`src/rtl/pkt_rr_arbiter.sv`:
```
// Round-robin packet arbiter: shares one framed valid/head/tail/data channel
// among NUM_REQ requesters. Ownership changes only at packet boundaries, and
// the block reports per-packet beat counts and framing violations.
module pkt_rr_arbiter #(
    parameter int NUM_REQ = 4,
    parameter int DATA_W  = 8,
    parameter int LEN_W   = 8
) (
    input  logic                      clk,
    input  logic                      reset,
    input  logic [NUM_REQ-1:0]        req_valid,
    input  logic [NUM_REQ-1:0]        req_head,
    input  logic [NUM_REQ-1:0]        req_tail,
    input  logic [NUM_REQ*DATA_W-1:0] req_data,
    output logic [NUM_REQ-1:0]        req_ready,
    output logic                      out_valid,
    output logic                      out_head,
    output logic                      out_tail,
    output logic [DATA_W-1:0]         out_data,
    input  logic                      out_ready,
    output logic [NUM_REQ-1:0]        grant,
    output logic                      pkt_done,
    output logic [LEN_W-1:0]          pkt_len,
    output logic                      err
);

    localparam int unsigned N     = NUM_REQ;
    localparam int          IDX_W = $clog2(NUM_REQ);

    localparam logic [1:0] IDLE = 2'd0;
    localparam logic [1:0] LOCK = 2'd1;
    localparam logic [1:0] BODY = 2'd2;

    localparam logic [LEN_W-1:0] LEN_MAX = '1;

    logic [1:0]         state;
    logic [IDX_W-1:0]   owner;
    logic [IDX_W-1:0]   ptr;
    logic [IDX_W-1:0]   pick;
    logic [IDX_W-1:0]   next_ptr;
    logic               found;
    logic [NUM_REQ-1:0] grant_q;
    logic [LEN_W-1:0]   len_cnt;
    logic [LEN_W-1:0]   len_next;
    logic               pkt_done_q;
    logic [LEN_W-1:0]   pkt_len_q;
    logic               err_q;
    logic               xfer;
    logic               owner_head;

    // Pick the first requester offering a head beat, searching upward from ptr.
    always_comb begin
        int unsigned idx;
        idx   = 0;
        pick  = '0;
        found = 1'b0;
        for (int unsigned k = 0; k < N; k++) begin
            idx = (int'(ptr) + k) % N;
            if (!found && req_valid[idx] && req_head[idx]) begin
                found = 1'b1;
                pick  = IDX_W'(idx);
            end
        end
    end

    // Forward the owner's beat downstream; head is masked once inside a packet.
    always_comb begin
        out_valid  = 1'b0;
        out_head   = 1'b0;
        out_tail   = 1'b0;
        out_data   = '0;
        req_ready  = '0;
        owner_head = req_head[owner];
        if (state != IDLE) begin
            out_valid = req_valid[owner];
            out_head  = owner_head & (state != BODY);
            out_tail  = req_tail[owner];
            out_data  = req_data[owner*DATA_W +: DATA_W];
            req_ready = grant_q & {NUM_REQ{out_ready}};
        end
        xfer     = out_valid & out_ready;
        len_next = (len_cnt == LEN_MAX) ? len_cnt : len_cnt + LEN_W'(1);
        next_ptr = (owner == IDX_W'(N - 1)) ? '0 : owner + IDX_W'(1);
    end

    // Packet-level state, ownership, length counting and error tracking.
    always_ff @(posedge clk) begin
        if (reset) begin
            state      <= IDLE;
            owner      <= '0;
            ptr        <= '0;
            grant_q    <= '0;
            len_cnt    <= '0;
            pkt_done_q <= 1'b0;
            pkt_len_q  <= '0;
            err_q      <= 1'b0;
        end else begin
            pkt_done_q <= 1'b0;
            case (state)
                IDLE: begin
                    if (found) begin
                        state   <= LOCK;
                        owner   <= pick;
                        grant_q <= NUM_REQ'(1) << pick;
                        len_cnt <= '0;
                    end
                end
                LOCK, BODY: begin
                    if (xfer) begin
                        if (state == BODY && owner_head)  err_q <= 1'b1;
                        if (state == LOCK && !owner_head) err_q <= 1'b1;
                        if (out_tail) begin
                            state      <= IDLE;
                            grant_q    <= '0;
                            ptr        <= next_ptr;
                            pkt_done_q <= 1'b1;
                            pkt_len_q  <= len_next;
                            len_cnt    <= '0;
                        end else begin
                            len_cnt <= len_next;
                            if (state == LOCK && owner_head) state <= BODY;
                        end
                    end
                end
                default: state <= IDLE;
            endcase
        end
    end

    assign grant    = grant_q;
    assign pkt_done = pkt_done_q;
    assign pkt_len  = pkt_len_q;
    assign err      = err_q;

endmodule

```
`config.mk`:
```
export PLATFORM = sky130hd
export DESIGN_NAME = pkt_rr_arbiter
export DESIGN_NICKNAME = d
export VERILOG_FILES = /design/src/rtl/pkt_rr_arbiter.sv
export SDC_FILE = /design/constraint.sdc
export NUM_CORES = 1
export LEC_CHECK = 0
export ABC_AREA = 0
export BUFFER_PORTS_ARGS = -buffer_cell sky130_fd_sc_hd__buf_2
export CORE_UTILIZATION = 49
export CTS_BUF_LIST = sky130_fd_sc_hd__clkbuf_16
export CTS_CLUSTER_DIAMETER = 30
export DETAILED_ROUTE_END_ITERATION = 7
export PLACE_DENSITY = 0.87
export SLEW_MARGIN = 20
export SYNTH_ARGS = -nofsm -noshare
export SYNTH_HDL_FRONTEND = slang
export SYNTH_SLANG_ARGS = --single-unit
```
`constraint.sdc`:
```
create_clock -name clk -period 2.5 [get_ports clk]
set_clock_uncertainty 0.1 [all_clocks]
set_input_delay 0.75 -clock clk [delete_from_list [all_inputs] [get_ports clk]]
set_output_delay 0.75 -clock clk [all_outputs]
set_load 0.01 [all_outputs]
```
==> results.toml <==
[logic_synthesis]
ys_warn_count = 0
muxShareOfSynthArea_pct = 14.8
postSynthAreaPerCell_um2 = 8.92
synth-simple-area-share_pct = 20.0
ys_ff_latch = 28
synth_largest_area_cell = "dfxtp_1"
synthAdderAreaFrac_pct = 3.71
synth_xor_area_share_pct = 0
synth.most_common_cell = "dfxtp_1"
ys_seq_area_share_pct = 27.7
async_flop_share_pct = 0
syn_nets = 280
synth_edf_count = 0
synth-compound-area-share_pct = 28.3
synthTopCellsByArea = "dfxtp_1 (28%), mux4_2 (12%), and2_1 (4.3%)"
synth_flop_cell = "dfxtp_1"
synth_top_family_by_area = "compound AO/OA/AOI/OAI gates"
synth.distinct_cells = 52
syn_inst = 227
synth_area_um2 = 2020
synthTopCellsByCount = "dfxtp_1 (28), nand2_1 (21), a21oi_1 (15), o21ai_0 (15), and2_1 (14)"
netlist.area_leader.share_pct = 27.7

[timing]
slew_viol_final = 0
fin_ws_ns = -0.0308
rsz0062_at_grt = "true"
tightest_slew_ns = 0.430
setup_viol = 1
slew_headroom_pct = 71.3
max_freq_mhz = 395
hold_viol_final = 0
min_period_over_period_pct = 101
fin_crit_ns = 2.53

[drt]
wl_um = 6370
drtIter0Drc = 255
dr.max_layer_used = "met4"
routed-wl-met3_um = 609
num_vias = 2344
vias_per_cell = 6.39
firstDrtPassIters = 5
wl_per_cell_um = 17.4
wl_met2_um = 3200
remaining_drc_errors = 0
ant_nets = 0
wl_met1_um = 2470

[clocking]
cts_tree = "built"
clkSinkCount = 28
clk_pin_slew_ns = 0.06
root_buffer = "clkbuf_16"
cts_hold_buf = 0
clk_path_buf_depth = 2
numCtsBuffers = 3
h-tree-depth = 1
insertion_delay_ns = 0.26

[final_layout]
multi_input_area_um2 = 1370
regArea_um2 = 566
finalInstanceArea_um2 = 2790
antenna_cells = 0
fill_cells = 289
area_delta_synth_final_pct = 38.0
stdcell_count = 367
nNetsFinal = 374
drive_gt1_share_pct = 43.3

[global_route]
grt-ovfl-total = 0
grt_pass1_wl_um = 9770
grtUsageTotal_pct = 28.6
grt_pass1_vias = 2099
grt_max_degree = 23
grt_antenna_before_repair = 0

[run]
max_cap_violations = 0

[power]
peakVddDrop_v = 0.000423
cellPowerDensity_nw_per_um2 = 587
p_leak_nw = 1.18

[setup_path]
path_delay_family = "multiplexers"
critPathKind = "in -> out"
required_ns = 1.65
r2r_start = "owner[0]$_SDFFE_PP0P_"
path_cells = "buf_6 > mux4_2 > nor3b_2 > buf_2"
r2r_slack_ns = 0.30
crit_start = "req_head[3]"
start_kind = "primary input"
max_stage_delay_ns = 0.51
crit_fanout = 2
cp_num_buf_inv = 2
end_kind = "primary output"
cpMaxStageDelayCell = "mux4_2"
crit_arrival_ns = 1.68

[floorplanning]
rows = 22
start_util_pct = 53.3
die_y_um = 66.3
die_area_um2 = 4390
ios = 76
core_area_um2 = 3800
die_w_um = 66.3

[place]
place_congestion = 0.904
hpwl_um = 4450
placed_area_um2 = 2570
portBuffers = 75
place_inst = 359

[worst_hold_path]
hold_class = "reg -> reg"
min_from = "pkt_len[3]$_SDFFE_PP0P_"

[outcome]
violations = "negative setup slack"
status = "finished with violations"
==> final timing paths <==
kind / endpoint / cells after the start
worst max-delay path: out_head / 4
worst min-delay path: pkt_len[3]$_SDFFE_PP0P_ / 2
worst max register to register: len_cnt[5]$_SDFFE_PP0P_ / 6
worst min register to register: pkt_len[3]$_SDFFE_PP0P_ / 2
==> timing repair <==
| action | 4_1_cts | 5_1_grt |
|---|---|---|
| gates resized for setup | 11 | 15 |
| setup endpoints to repair | 11 | 15 |
| setup buffers | 3 | 2 |
| pin swaps | 2 | 3 |
==> through the flow <==
stage / power (mW) / setup TNS, ns / worst slack, ns / util [%] / hold WS [ns]
5_1_grt: 1.73 / -0.0858 / -0.0380 / 73.6 / 0.398
3_5_place_dp: 1.19 / -0.112 / -0.0549 / 67.8 / 0.363
4_1_cts: 1.57 / -0.0178 / -0.0178 / 71.4 / 0.380
6_report: 1.64 / -0.0308 / -0.0308 / 73.6 / 0.374
2_1_floorplan: 0.916 / 0 / 0.169 / - / 0.368
3_3_place_gp: 1.17 / -0.114 / -0.0590 / 67.8 / 0.349
==> final cells by class <==
class                           count  area share [%]
Sequential cell                    28            20.2
Timing Repair Buffer              105            24.4
Clock buffer                        3            2.69
Multi-Input combinational cell    173            49.1
Inverter                           10            1.43
Tap cell                           48            2.15
==> sequential cells by signal (all words and copies together), names as in the netlist <==
name / cells
ptr: 2
pkt_done: 1
len_cnt: 8
state: 2
pkt_len: 8
err: 1
grant: 4
owner: 2
==> worst min-delay path, delay by kind of cell, from the launching register on <==
family | cells | cell delay [ns]
AOI/OAI and AO/OA | 1 | 0.07
DFF | 1 | 0.31
and+or+nand+nor | 1 | 0.05
==> power by group <==
part / switching [mW] / total [mW] / internal [mW] / leakage (nW)
clock: 0.146 / 0.358 / 0.212 / 0.0370
sequential: 0.0331 / 0.503 / 0.470 / 0.228
combinational: 0.411 / 0.778 / 0.367 / 0.914
==> routing by layer <==
metal,up-vias,GRT usage (%)
li1,1077,-
met1,1086,36.1
met2,162,51.4
met3,19,2.59
met4,0,7.71
met5,-,0
==> placed cells by master, fill, tap and decap left out, types with 4 or more instances in the layout <==
cell type / synthesis / final
nand4_1: 8 / 8
and3_1: 4 / 4
dfxtp_1: 28 / 26
nand3_1: 9 / 9
o221ai_1: 5 / 5
nand2_1: 21 / 20
and2_1: 14 / 11
o2111ai_1: 5 / 5
inv_1: 8 / 7
buf_2: 5 / 64
a21oi_1: 15 / 15
a22o_1: 4 / 4
mux4_2: 11 / 11
o21ai_0: 15 / 15
buf_6: 1 / 14
o211ai_1: 4 / 4
ha_1: 6 / 5
o32ai_1: 5 / 5
buf_4: 0 / 27
==> cells by family (layout without fill, tap and decap cells) <==
logic type	Yosys count	count (layout)
AO/OA/AOI/OAI	78	78
adder cells (fa/ha/maj)	6	6
buffers and inverters	26	118
flip-flops	28	28
multiplexers	16	16
AND/OR/NAND/NOR	73	73
Note: power is estimated with default switching activity, not from simulation.
